**src/rtl/alu_seq_controller.sv**
```systemverilog
// -----------------------------------------------------------------------------
// alu_seq_controller
//
// Purpose:
//   Sequences a programmable-length run of operand pairs through an 8-op ALU.
//   Each vector walks LOAD -> EXEC -> HOLD:
//     - LOAD drives a, b and op.
//     - EXEC registers the ALU result and flags.
//     - HOLD presents them on a valid/ready handshake.
//   Ops are visited round-robin over the set bits of an op mask that is latched
//   at start. After the last accepted vector, DONE pulses for one cycle and the
//   FSM returns to IDLE.
//
// Optional feature (compile-time macro ALU_SAT_EN):
//   When defined, ADD and SUB (not CMP) saturate unsigned:
//     - an ADD carry forces res to all ones;
//     - a SUB borrow forces res to zero.
//   CF and OF still describe the raw, unsaturated arithmetic. ZF and GZ follow
//   the saturated res. When undefined, every op wraps mod 2^W.
//
// Parameters:
//   W       operand/result width (>= 4)
//   LEN     vectors per run (1 .. 65535)
//   A_INIT  first operand a of a run
//   B_INIT  first operand b of a run
//   A_STEP  increment of a per vector (mod 2^W)
//   B_STEP  increment of b per vector (mod 2^W)
//
// Ports:
//   clk        in   rising-edge clock
//   rst        in   asynchronous active-low reset
//   start      in   starts a run; only looked at in IDLE
//   op_mask    in   [7:0] enabled ops, bit i = op i; latched at start
//   res_ready  in   consumer accepts the result
//   a, b       out  [W-1:0] current operands
//   op         out  [2:0] current op code
//   res        out  [W-1:0] registered result
//   CF         out  carry / borrow / shift-out flag
//   GZ         out  result is signed > 0
//   ZF         out  result == 0
//   OF         out  signed overflow (ADD/SUB/CMP only)
//   res_valid  out  res and flags are valid
//   busy       out  run in progress (LOAD, EXEC, HOLD, DONE)
//   done       out  one-cycle pulse when the run completes
//   dbg_state  out  [2:0] current FSM state, for checkers and debug
//
// Handshake (res_valid / res_ready):
//   A result transfers on every rising edge where res_valid && res_ready.
//   While res_valid is high and res_ready is low, the following are all held
//   stable: res, flags, a, b and op.
//   res_valid does not depend combinationally on res_ready. It falls in the
//   cycle after the accepting edge.
// -----------------------------------------------------------------------------
module alu_seq_controller #(
   parameter int W      = 7,
   parameter int LEN    = 16,
   parameter int A_INIT = 5,
   parameter int B_INIT = 3,
   parameter int A_STEP = 3,
   parameter int B_STEP = 5
) (
   input  logic         clk,
   input  logic         rst,
   input  logic         start,
   input  logic [7:0]   op_mask,
   input  logic         res_ready,
   output logic [W-1:0] a,
   output logic [W-1:0] b,
   output logic [2:0]   op,
   output logic [W-1:0] res,
   output logic         CF,
   output logic         GZ,
   output logic         ZF,
   output logic         OF,
   output logic         res_valid,
   output logic         busy,
   output logic         done,
   output logic [2:0]   dbg_state
);

   // Op codes
   localparam logic [2:0] OP_ADD = 3'd0;
   localparam logic [2:0] OP_SUB = 3'd1;
   localparam logic [2:0] OP_AND = 3'd2;
   localparam logic [2:0] OP_OR  = 3'd3;
   localparam logic [2:0] OP_XOR = 3'd4;
   localparam logic [2:0] OP_SHL = 3'd5;
   localparam logic [2:0] OP_SHR = 3'd6;
   localparam logic [2:0] OP_CMP = 3'd7;

   localparam logic [W-1:0] A0    = W'(A_INIT);
   localparam logic [W-1:0] B0    = W'(B_INIT);
   localparam logic [W-1:0] ASTEP = W'(A_STEP);
   localparam logic [W-1:0] BSTEP = W'(B_STEP);
   localparam logic [15:0]  LEN_C = 16'(LEN);

   typedef enum logic [2:0] {
      S_IDLE = 3'd0,
      S_LOAD = 3'd1,
      S_EXEC = 3'd2,
      S_HOLD = 3'd3,
      S_DONE = 3'd4
   } state_t;

   state_t      state;
   logic [15:0] count;
   logic [7:0]  mask_q;
   logic [7:0]  mask_eff;

   // ALU datapath (combinational from the a/b/op registers)
   logic [W:0]   sum_w;
   logic [W:0]   diff_w;
   logic [W-1:0] alu_res;
   logic         alu_cf;
   logic         alu_of;
   logic         alu_zf;
   logic         alu_gz;

   // Next enabled op strictly above cur, wrapping 7 -> 0.
   // If cur is the only set bit, the search wraps all the way round to cur.
   // Searching from cur = 7 therefore yields the lowest set bit, which is how
   // the first op of a run is chosen.
   function automatic logic [2:0] next_op(input logic [7:0] m, input logic [2:0] cur);
      logic [2:0] r;
      logic [2:0] idx;
      logic       found;
      r     = cur;
      found = 1'b0;
      for (int k = 1; k <= 8; k++) begin
         idx = cur + 3'(k);
         if (!found && m[idx]) begin
            r     = idx;
            found = 1'b1;
         end
      end
      return r;
   endfunction

   // An all-zero mask would leave nothing to step through, so treat it as ADD-only.
   assign mask_eff  = (op_mask == 8'h00) ? 8'h01 : op_mask;
   assign dbg_state = state;

   always_comb begin
      sum_w   = {1'b0, a} + {1'b0, b};
      diff_w  = {1'b0, a} - {1'b0, b};
      alu_res = '0;
      alu_cf  = 1'b0;
      alu_of  = 1'b0;
      case (op)
         OP_ADD: begin
            alu_res = sum_w[W-1:0];
            alu_cf  = sum_w[W];
            // Overflow: operands share a sign that the result does not.
            alu_of  = (a[W-1] == b[W-1]) && (sum_w[W-1] != a[W-1]);
`ifdef ALU_SAT_EN
            if (sum_w[W]) alu_res = '1;
`endif
         end
         OP_SUB: begin
            alu_res = diff_w[W-1:0];
            alu_cf  = diff_w[W];   // borrow, i.e. a < b unsigned
            // Overflow: operand signs differ and the result sign differs from a.
            alu_of  = (a[W-1] != b[W-1]) && (diff_w[W-1] != a[W-1]);
`ifdef ALU_SAT_EN
            if (diff_w[W]) alu_res = '0;
`endif
         end
         OP_CMP: begin
            // Same arithmetic as SUB, but never saturated.
            alu_res = diff_w[W-1:0];
            alu_cf  = diff_w[W];
            alu_of  = (a[W-1] != b[W-1]) && (diff_w[W-1] != a[W-1]);
         end
         OP_AND: alu_res = a & b;
         OP_OR:  alu_res = a | b;
         OP_XOR: alu_res = a ^ b;
         OP_SHL: begin
            alu_res = {a[W-2:0], 1'b0};
            alu_cf  = a[W-1];
         end
         OP_SHR: begin
            alu_res = {1'b0, a[W-1:1]};
            alu_cf  = a[0];
         end
         default: begin
            alu_res = '0;
            alu_cf  = 1'b0;
            alu_of  = 1'b0;
         end
      endcase
      alu_zf = (alu_res == '0);
      alu_gz = (alu_res != '0) && !alu_res[W-1];
   end

   // Sequencing FSM. All outputs are registers owned by this single block.
   always_ff @(posedge clk or negedge rst) begin
      if (!rst) begin
         state     <= S_IDLE;
         count     <= '0;
         mask_q    <= '0;
         a         <= '0;
         b         <= '0;
         op        <= '0;
         res       <= '0;
         CF        <= 1'b0;
         GZ        <= 1'b0;
         ZF        <= 1'b0;
         OF        <= 1'b0;
         res_valid <= 1'b0;
         busy      <= 1'b0;
         done      <= 1'b0;
      end else begin
         case (state)
            S_IDLE: begin
               if (start) begin
                  a      <= A0;
                  b      <= B0;
                  count  <= '0;
                  mask_q <= mask_eff;
                  op     <= next_op(mask_eff, 3'd7);
                  busy   <= 1'b1;
                  state  <= S_LOAD;
               end
            end
            S_LOAD: begin
               state <= S_EXEC;
            end
            S_EXEC: begin
               res       <= alu_res;
               CF        <= alu_cf;
               GZ        <= alu_gz;
               ZF        <= alu_zf;
               OF        <= alu_of;
               res_valid <= 1'b1;
               state     <= S_HOLD;
            end
            S_HOLD: begin
               if (res_valid && res_ready) begin
                  res_valid <= 1'b0;
                  count     <= count + 16'd1;
                  if (count + 16'd1 == LEN_C) begin
                     // Operands stay at the last vector's values through DONE and IDLE.
                     done  <= 1'b1;
                     state <= S_DONE;
                  end else begin
                     a     <= a + ASTEP;
                     b     <= b + BSTEP;
                     op    <= next_op(mask_q, op);
                     state <= S_LOAD;
                  end
               end
            end
            S_DONE: begin
               done  <= 1'b0;
               busy  <= 1'b0;
               state <= S_IDLE;
            end
            default: begin
               state <= S_IDLE;
            end
         endcase
      end
   end

endmodule

```
**config.mk**
```make
export PLATFORM = sky130hd
export DESIGN_NAME = alu_seq_controller
export DESIGN_NICKNAME = d
export VERILOG_FILES = /design/src/rtl/alu_seq_controller.sv
export SDC_FILE = /design/constraint.sdc
export NUM_CORES = 1
export LEC_CHECK = 0
export BUFFER_PORTS_ARGS = -buffer_cell sky130_fd_sc_hd__buf_2
export CAP_MARGIN = 20
export CORE_MARGIN = 5
export CORE_UTILIZATION = 50
export CTS_CLUSTER_DIAMETER = 50
export CTS_CLUSTER_SIZE = 12
export DETAILED_ROUTE_END_ITERATION = 7
export GPL_TIMING_DRIVEN = 0
export PLACE_DENSITY = 0.69
export SLEW_MARGIN = 20
export SYNTH_ARGS = -nofsm -noshare
export SYNTH_HDL_FRONTEND = slang
export SYNTH_SLANG_ARGS = --single-unit
```
**constraint.sdc**
```tcl
create_clock -name clk -period 6.9 [get_ports clk]
set_input_delay 0.69 -clock clk [delete_from_list [all_inputs] [get_ports clk]]
set_output_delay 0.69 -clock clk [all_outputs]
set_load 0.01 [all_outputs]
```
==> flow_summary_export.csv, run 1 <==
group,metric,value,unit
synth,netlist_top_cells_area,"dfrtp_1, ha_1, o21ai_0",
timing,finalClockSkew,0.0181,ns
timing,rsz0062_at_grt,"no",
layout,diodes,0,
synth,synth-seq-cells,58,
floorplan,die_y,108,um
clocking,cts_made_buffers,9,
layout,final_cell_mix,"dfrtp_1, nor2_1, nand2_1",
detailed_routing,wl_per_cell,17.7,um
setup_path,worstPathCellList,"buf_2 -> inv_1 -> buf_2 -> ha_1 -> buf_6 -> buf_6 -> mux2_4 -> mux4_2 -> nor2b_4 -> nand3_1 -> o32a_2 -> o311a_1 -> a21oi_1",
detailed_routing,drt-initial-drc-count,343,
floorplan,ioPinCount,46,
timing,worst_slew_pin_slew,0.772,ns
setup_path,end_kind,"flop",
clocking,clk_pin_slew,0.07,ns
synth,yosysSeqAreaShare,30.0,%
clocking,clockRootBuffer,"clkbuf_8",
global_route,grt_pass1_wl,22.1,mm
layout,final_core_utilization,56.8,%
global_route,grt_usage,23.7,%
power,p_leak,2.37,nW
synth,yosys.area.top_type,"dfrtp_1",
synth,synth_ff_type,"dfrtp_1",
min_path,hold_path_class,"input pin to asynchronous set/reset pin",
setup_path,path_class,"flop to flop",
timing,fmaxAchievable,278,MHz
setup_path,start_kind,"flop",
synth,synth-edff-count,0,
placement,place_area,5250,um^2
setup_path,max_stage_delay,0.55,ns
floorplan,die-area,11800,um^2
synth,synth.distinct_cells,80,
clocking,post_cts_buffers,0,
detailed_routing,final_antenna_net_count,0,
global_route,antenna_found_initial,0,
timing,finalSetupViolations,0,
floorplan,core_area,9590,um^2
synth,synth_top_area_share,30.0,%
global_route,grt_pass1_vias,4416,
detailed_routing,routed_wl,13.3,mm
power,power_density,569,nW/um^2
setup_path,cp_top_family,"buffers and inverters",
setup_path,rr_startpoint,"op[0]$_DFFE_PN0P_",
global_route,grt_max_degree,59,
clocking,ctsHoldBuffers,0,
setup_path,crit_slowest_cell,"mux4_2",
floorplan,start_util,50.5,%
setup_path,critPathLaunch,"op[0]$_DFFE_PN0P_",
timing,tns,0,ns
clocking,clock_latency,0.35,ns
synth,synthArstFlopShare,100,%
layout,postLayoutCellArea,5450,um^2
synth,synthesis.nets,602,
timing,hold_viol_final,0,
floorplan,rows,36,
timing,finalCritPeriodShare,52.2,%
setup_path,r2r_slack,3.30,ns
setup_path,reg2reg_to,"op[2]$_DFFE_PN0P_",
layout,layout-drive-gt1-share,16.8,%
timing,slew_headroom,47.8,%
placement,dp_hpwl,9.80,mm
clocking,clock-sinks,58,
detailed_routing,vias_per_cell,6.06,
detailed_routing,route.vias.total,4554,
clocking,cts_tree,"yes",
global_route,grt_overflow,0,
setup_path,cp.depth,13,
setup_path,worst-endpoint-required,7.16,ns
power,peakVddDrop,0.188,mV
layout,final_common_cell,"dfrtp_1",
timing,fin_crit,3.60,ns
floorplan,die_w,108,um
setup_path,worst-path-buf-inv,5,
setup_path,cp_max_fo,12,
synth,syn_avg_cell_area,8.70,um^2
synth,ys_warn_count,0,
synth,netlist_instances,557,
flow_run,drv_cap,0,
setup_path,arrival,3.87,ns
setup_path,timing.critical_path.to,"op[2]$_DFFE_PN0P_",
setup_path,reg2regPathDepth,13,
clocking,clock_path_buffers,2,
synth,netlist_area,4850,um^2
outcome,status,"completed",
placement,gp_congestion,0.957,
timing,maxSlewViolCount,0,
detailed_routing,drc_errors,0,
placement,port_buffers,45,
clocking,cts_resized,0,
clocking,cts_max_level,3,
layout,areaGrowthSynthToFinish,12.4,%
layout,nets,658,
detailed_routing,firstDrtPassIters,5,
==> metal layers <==
metal / wire length (um) / vias up / track usage [%]
met5: 0 / - / 0
met4: 340 / 0 / 9.47
met3: 817 / 32 / 4.78
met2: 6290 / 166 / 37.9
met1: 5840 / 2193 / 31.4
li1: - / 2163 / -
==> cell usage after synthesis (4+ instances only) <==
cell type / number
dfrtp_1: 58
nor2_1: 55
nand2_1: 52
o21ai_0: 42
a21oi_1: 41
ha_1: 31
inv_1: 26
nand3_1: 24
clkbuf_1: 17
xnor2_1: 11
a31oi_1: 10
nand4_1: 10
nor3_1: 9
mux2_2: 7
mux4_2: 7
nand2b_1: 7
nor2b_1: 7
mux2_1: 6
mux2i_1: 6
a211oi_1: 5
a21o_1: 5
buf_2: 5
buf_6: 5
o211ai_1: 5
o21bai_1: 5
o31ai_1: 5
a221oi_1: 4
a22o_1: 4
and4_1: 4
==> worst min path at each step <==
stage / from / slack (ns) / end
detailed placement: ZF$_DFFE_PN0P_ / 0.48 / ZF$_DFFE_PN0P_
floorplan: rst / 0.39 / CF$_DFFE_PN0P_
CTS: rst / 0.43 / b[5]$_DFFE_PN0P_
global route: rst / 0.46 / res[0]$_DFFE_PN0P_
global placement: ZF$_DFFE_PN0P_ / 0.47 / ZF$_DFFE_PN0P_
finish: rst / 0.42 / op[1]$_DFFE_PN0P_
==> cell type report <==
class                      instances  area [um^2]
buffer                            33          186
clock buffer                       9          124
clock inverter                     7         77.6
fill                             869         4150
inverter                          27          101
multi-input combinational        439         3110
sequential                        58         1450
tap                              133          166
timing repair buffer              45          228
==> power breakdown <==
part           switching [mW]  internal [mW]  total [mW]  leakage (nW)
clock network           0.160          0.168       0.328        0.0881
logic                    1.20          0.921        2.12          1.56
registers               0.180          0.465       0.645         0.722
==> logic make-up after synthesis <==
family,share of synthesized area (%)
xor gates and xnor gates,2.53
buffers and inverters,5.94
AOI/OAI and AO/OA,22.8
and+or+nand+nor,20.2
adders and majority gates,8.83
muxes,9.76
DFF,30.0
==> per-stage QoR <==
| step | setup WS [ns] | instances | hold slack (ns) | total power [mW] |
|---|---|---|---|---|
| floorplan | 3.62 | 557 | 0.394 | 2.18 |
| global placement | 3.32 | 735 | 0.475 | 2.70 |
| detailed placement | 3.30 | 735 | 0.483 | 2.73 |
| CTS | 3.28 | 751 | 0.429 | 3.07 |
| global route | 3.08 | 751 | 0.462 | 3.35 |
| finish | 3.30 | 751 | 0.420 | 3.10 |
==> flip-flops by register name, indices dropped and copies added (netlist names) <==
signal	cells
count	16
mask_q	8
a	7
b	7
res	7
dbg_state	3
op	3
CF	1
GZ	1
OF	1
ZF	1
busy	1
done	1
res_valid	1
Note: power is estimated with default switching activity, not from simulation.
==> inputs of run 2 (changes only) <==
- ABC_AREA: unset -> 1
- PLACE_DENSITY: 0.69 -> 0.72
- clock period: 6.9 -> 2.9 ns (I/O delays scaled with it)
==> flow_summary_export.csv, run 2 <==
group,metric,value,unit
outcome,status,"completed",
setup_path,cpMostUsedCell,"nand2_1",
floorplan,ioPinCount,46,
power,clockPowerShare,13.4,%
power,p_int,3.20,mW
synth,synth.most_common_cell,"nand2_1",
floorplan,rows,35,
global_route,grt.met3_usage,3.49,%
power,p_leak,2.66,nW
floorplan,die_y,107,um
detailed_routing,routed_wl,12.3,mm
clocking,clock_path_buffers,2,
setup_path,crit_slowest_cell,"dfrtp_1",
timing,finalClockSkew,0.00750,ns
layout,nets,766,
synth,netlist_instances,665,
placement,dp.cells,821,
setup_path,worst-path-buf-inv,4,
layout,largest_reg_flops,16,
power,peakVddDrop,0.433,mV
synth,synth_ff_type,"dfrtp_1",
clocking,cts_tree,"yes",
clocking,ctsHoldBuffers,0,
clocking,clock_latency,0.35,ns
clocking,post_cts_buffers,0,
setup_path,cp_max_fo,9,
placement,gp_congestion,0.974,
placement,dp_hpwl,9.42,mm
synth,synthesis.nets,710,
clocking,cts_made_buffers,9,
global_route,grt_pass1_vias,4476,
synth,synth-edff-count,0,
detailed_routing,final_antenna_net_count,0,
timing,fin_crit,2.67,ns
synth,ys_warn_count,0,
floorplan,die-area,11400,um^2
floorplan,die_w,107,um
layout,diodes,0,
synth,syn_avg_cell_area,7.07,um^2
setup_path,end_kind,"flop",
timing,hold_viol_final,0,
layout,reg.largest.list,"count x16, mask_q x8",
detailed_routing,wl_per_cell,14.7,um
timing,slew_headroom,30.1,%
global_route,grt_overflow,0,
detailed_routing,firstDrtPassIters,4,
synth,yosysSeqAreaShare,30.9,%
synth,netlist_top_cells_area,"dfrtp_1, nand2_1, ha_1",
detailed_routing,drc_errors,0,
clocking,clk_pin_slew,0.07,ns
power,p_seq_share,22.6,%
floorplan,core_area,9200,um^2
setup_path,max_stage_delay,0.43,ns
layout,largest_register,"count",
setup_path,worstPathCellList,"buf_6 -> clkinvlp_4 -> ha_1 -> inv_2 -> nand3_1 -> nand2_1 -> nand2_1 -> nand2_2 -> nand3_4 -> nor2_8 -> nand3b_1 -> o21ai_1 -> inv_1 -> nand2_1 -> nand2_1 -> nand2_1 -> nand2_1",
floorplan,start_util,51.2,%
setup_path,cp_top_family,"simple AND/OR/NAND/NOR gates",
global_route,grt_max_degree,59,
flow_run,drv_cap,0,
global_route,grt_usage,22.5,%
synth,netlist_area,4700,um^2
layout,instances_no_fill,837,
timing,worst_slew_pin_slew,1.04,ns
timing,finalSetupViolations,0,
synth,synth_top_area_share,30.9,%
layout,final_common_cell,"nand2_1",
setup_path,worst-endpoint-required,3.13,ns
layout,areaGrowthSynthToFinish,12.8,%
detailed_routing,drt-initial-drc-count,262,
clocking,cts_resized,0,
detailed_routing,route.vias.total,4565,
global_route,grt_use_met1,29.2,%
synth,synth-seq-cells,58,
setup_path,start_kind,"flop",
synth,yosys-top-cells-count,"nand2_1, inv_1, nand3_1",
power,p_total,6.77,mW
power,power_density,1280,nW/um^2
global_route,grt_pass1_wl,21.0,mm
placement,place_area,5070,um^2
placement,port_buffers,45,
synth,synth.distinct_cells,45,
setup_path,arrival,2.91,ns
synth,yosys.area.top_type,"dfrtp_1",
global_route,grt-busiest-layer,"met2",
layout,layout-drive-gt1-share,16.4,%
layout,postLayoutCellArea,5310,um^2
power,comb_power_share,64.0,%
setup_path,path_class,"flop to flop",
detailed_routing,vias_per_cell,5.45,
synth,synthArstFlopShare,100,%
clocking,clockRootBuffer,"clkbuf_8",
timing,finalCritPeriodShare,92.2,%
clocking,cts_max_level,3,
min_path,hold_path_class,"input pin to asynchronous set/reset pin",
global_route,grt.met2_usage,38.2,%
power,swShare,52.7,%
power,p_sw,3.57,mW
layout,final_cell_mix,"nand2_1, inv_1, nand3_1",
clocking,clock-sinks,58,
timing,hold_ws,0.0158,ns
timing,maxSlewViolCount,0,
global_route,antenna_found_initial,0,
layout,nFillCells,875,
timing,fmaxAchievable,374,MHz
run 2: cell types whose count changed after synthesis, sizes merged, moves of 9 or more:
cell / previous run / this run
a21oi: 42 / 19
buf: 16 / 7
clkbuf: 17 / 4
inv: 26 / 89
mux2: 15 / 0
mux4: 10 / 0
nand2: 52 / 195
nand3: 24 / 71
o22ai: 1 / 20
xor2: 3 / 15
run 2: final timing paths:
| kind | start | to | slack [ns] | cells after the start |
|---|---|---|---|---|
| min in group clk | op_mask[7] | mask_q[7]$_DFFE_PN0P_ | 0.17 | 3 |
| max in group asynchronous | rst | dbg_state[0]$_DFFE_PN0P_ | 2.40 | 1 |
| min | rst | res[1]$_DFFE_PN0P_ | 0.02 | 1 |
| min reg2reg | res[2]$_DFFE_PN0P_ | res[2]$_DFFE_PN0P_ | 0.48 | 2 |
| max | op[1]$_DFFE_PN0P_ | op[2]$_DFFE_PN0P_ | 0.23 | 17 |
| max reg2reg | op[1]$_DFFE_PN0P_ | op[2]$_DFFE_PN0P_ | 0.23 | 17 |
run 2: per-stage QoR:
stage / util, % / setup WS, ns / TNS [ns]
4_1_cts: 57.7 / 0.170 / 0
3_3_place_gp: 55.1 / 0.226 / 0
2_1_floorplan: - / 0.545 / 0
3_5_place_dp: 55.1 / 0.191 / 0
6_report: 57.7 / 0.227 / 0
5_1_grt: 57.7 / -0.0131 / -0.0131
run 2: worst register-to-register path: cells and delay by family (launching register included):
kind / cells / cell delay [ns]
fa+ha+maj: 1 / 0.40
flops: 1 / 0.43
simple gates: 11 / 1.01
compound gates: 1 / 0.15
buf+inv: 4 / 0.58
run 2: logic make-up after synthesis:
family                   count (synthesis)  synth area share [%]
adder cells (fa/ha/maj)                 33                  9.10
flip-flops                              58                  30.9
XOR/XNOR                                18                  3.35
AO/OA/AOI/OAI                           99                  12.7
AND/OR/NAND/NOR                        357                  35.2
buffers and inverters                  100                  8.80
run 2: power groups by stage:
stage                     clock (mW)  combinational, mW  sequential [mW]
after CTS                      0.916               4.30             1.53
final                          0.906               4.33             1.53
after global placement             0               4.20             1.53
after detailed placement           0               4.27             1.54
after floorplan                    0               3.16             1.53
after global routing           0.948               4.90             1.58
run 2: cell type report:
class                      instances  area (um^2)  area share [%]
buffer                            11         80.1            1.51
timing repair buffer              45          228            4.29
multi-input combinational        507         2840            53.5
clock buffer                      11          131            2.47
inverter                          89          338            6.36
sequential                        58         1450            27.3
clock inverter                     5          103            1.93
tap                              111          139            2.62
run 2: per-layer routing:
metal / share of wire (%) / routed length (um)
met1: 46 / 5660
met2: 47 / 5780
met3: 4.9 / 604
met4: 1.9 / 235
met5: 0 / 0
==> inputs of run 3 (changes only) <==
- CORE_UTILIZATION: 50 -> 35
- MAX_ROUTING_LAYER: unset -> met4
- PLACE_DENSITY: 0.72 -> unset
==> flow_summary_export.csv, run 3 (synthesis results as in run 2) <==
group,metric,value,unit
layout,final_core_utilization,41.5,%
clocking,clock-sinks,58,
detailed_routing,drc_errors,0,
placement,port_buffers,45,
floorplan,rows,42,
clocking,clock_path_buffers,2,
layout,instances_no_fill,905,
detailed_routing,wl_met2,5.98,mm
power,peakVddDrop,0.406,mV
layout,diodes,0,
timing,rsz0062_at_grt,"no",
detailed_routing,drt-initial-drc-count,355,
floorplan,ioPinCount,46,
timing,hold_viol_final,0,
detailed_routing,vias_per_cell,5.09,
layout,multi_input_comb_area,2850,um^2
placement,dp_hpwl,10.1,mm
timing,slew_headroom,32.8,%
flow_run,drv_cap,0,
layout,areaGrowthSynthToFinish,16.5,%
setup_path,start_kind,"flop",
detailed_routing,wl_per_cell,14.3,um
timing,finalSetupViolations,0,
layout,final_cell_mix,"nand2_1, inv_1, nand3_1",
layout,largest_register,"count",
timing,finalCritPeriodShare,89.6,%
global_route,grt_max_degree,59,
clocking,clockRootBuffer,"clkbuf_16",
power,power_density,1280,nW/um^2
timing,hold_ws,0.0292,ns
global_route,antenna_found_initial,0,
layout,nFillCells,1370,
setup_path,path_class,"flop to flop",
layout,layout-drive-gt1-share,17.0,%
clocking,cts_made_buffers,9,
detailed_routing,route.vias.total,4602,
global_route,grt_pass1_vias,4433,
detailed_routing,final_antenna_net_count,0,
timing,finalClockSkew,0.00414,ns
min_path,hold_path_class,"input pin to asynchronous set/reset pin",
clocking,ctsHoldBuffers,0,
placement,place_area,5150,um^2
placement,dp.cells,886,
detailed_routing,dr_wl_met3,557,um
setup_path,arrival,2.82,ns
setup_path,worst-endpoint-required,3.12,ns
floorplan,die_y,126,um
layout,postLayoutCellArea,5480,um^2
timing,worst_slew_pin_slew,1.00,ns
outcome,status,"completed",
clocking,clock_latency,0.33,ns
timing,tns,0,ns
layout,largest_reg_flops,16,
detailed_routing,top_layer_used,"met4",
clocking,cts_tree,"yes",
layout,final_common_cell,"nand2_1",
layout,reg.largest.list,"count x16, mask_q x8",
detailed_routing,firstDrtPassIters,5,
layout,nets,769,
floorplan,die_w,126,um
setup_path,cp_max_fo,9,
detailed_routing,routed_wl,12.9,mm
timing,fin_crit,2.60,ns
placement,gp_congestion,0.920,
detailed_routing,met1_length,6.23,mm
global_route,grt_pass1_wl,22.0,mm
global_route,grt_usage,17.3,%
floorplan,start_util,35.7,%
floorplan,die-area,15900,um^2
clocking,clk_pin_slew,0.05,ns
power,p_leak,2.69,nW
floorplan,core_area,13200,um^2
global_route,grt_overflow,0,
timing,fmaxAchievable,385,MHz
setup_path,end_kind,"flop",
layout,regArea,1450,um^2
timing,maxSlewViolCount,0,
clocking,cts_max_level,3,
## run 3: changes by cell type in the layout (fill, tap and decap cells not counted), moves of 2 or more
| cell | previous run | this run |
|---|---|---|
| clkbuf_8 | 9 | 3 |
| o21ai_1 | 5 | 7 |
| buf_4 | 3 | 6 |
| bufinv_16 | 3 | 0 |
| o21ai_0 | 32 | 30 |
| clkbuf_16 | 0 | 9 |
## run 3: stage by stage
step                      worst slack (ns)  power (mW)
after CTS                            0.101        6.93
after detailed placement             0.119        5.89
after floorplan                      0.545        4.69
final                                0.302        7.00
after global placement               0.155        5.83
after global routing                0.0221        7.70
## run 3: area by class of cell
type,count,area share [%]
buffer,11,1.46
timing repair buffer,48,4.57
inverter,89,6.23
tap,176,4.02
sequential,58,26.5
clock buffer,14,5.00
clock inverter,2,0.183
multi-input combinational,507,52.0
## run 3: repair_timing
action,4_1_cts,5_1_grt
buffers inserted,0,3
gates resized for setup,0,9
endpoints found under the setup margin,0,6
## run 3: critical path, stage by stage (launching register included)
cell        delay, ns
dfrtp_1          0.43
buf_6            0.19
clkinvlp_4       0.21
ha_1             0.26
nand2_1          0.09
nand2_2          0.12
inv_2            0.13
nand2_2          0.08
nor2_4           0.19
inv_1            0.12
o21ai_1          0.18
nand3b_1         0.10
nor2_1           0.12
nand3_1          0.12
nand2_1          0.10
nand2_1          0.05
## run 3: metal layers
metal	track usage, %	vias to the layer above
met5	-	-
met4	4.16	0
met3	3.94	14
met2	27.0	110
met1	22.9	2171
li1	-	2307
## run 3: where the power goes
group	total (mW)	switching [mW]	internal [mW]
logic	4.44	2.89	1.55
clock network	1.01	0.362	0.644
registers	1.55	0.417	1.14
total	7.00	3.67	3.33
## run 3: path summary, 6_finish.rpt
kind                                          to               from  depth (start not counted)  slack [ns]
hold reg to reg                   CF$_DFFE_PN0P_     CF$_DFFE_PN0P_                          2        0.47
max in group asynchronous       b[2]$_DFFE_PN0P_                rst                          1        2.34
min in group clk           mask_q[7]$_DFFE_PN0P_         op_mask[7]                          3        0.18
setup / recovery                  GZ$_DFFE_PN0P_  op[1]$_DFFE_PN0P_                         15        0.30
setup reg to reg                  GZ$_DFFE_PN0P_  op[1]$_DFFE_PN0P_                         15        0.30
hold / removal                res[1]$_DFFE_PN0P_                rst                          1        0.03
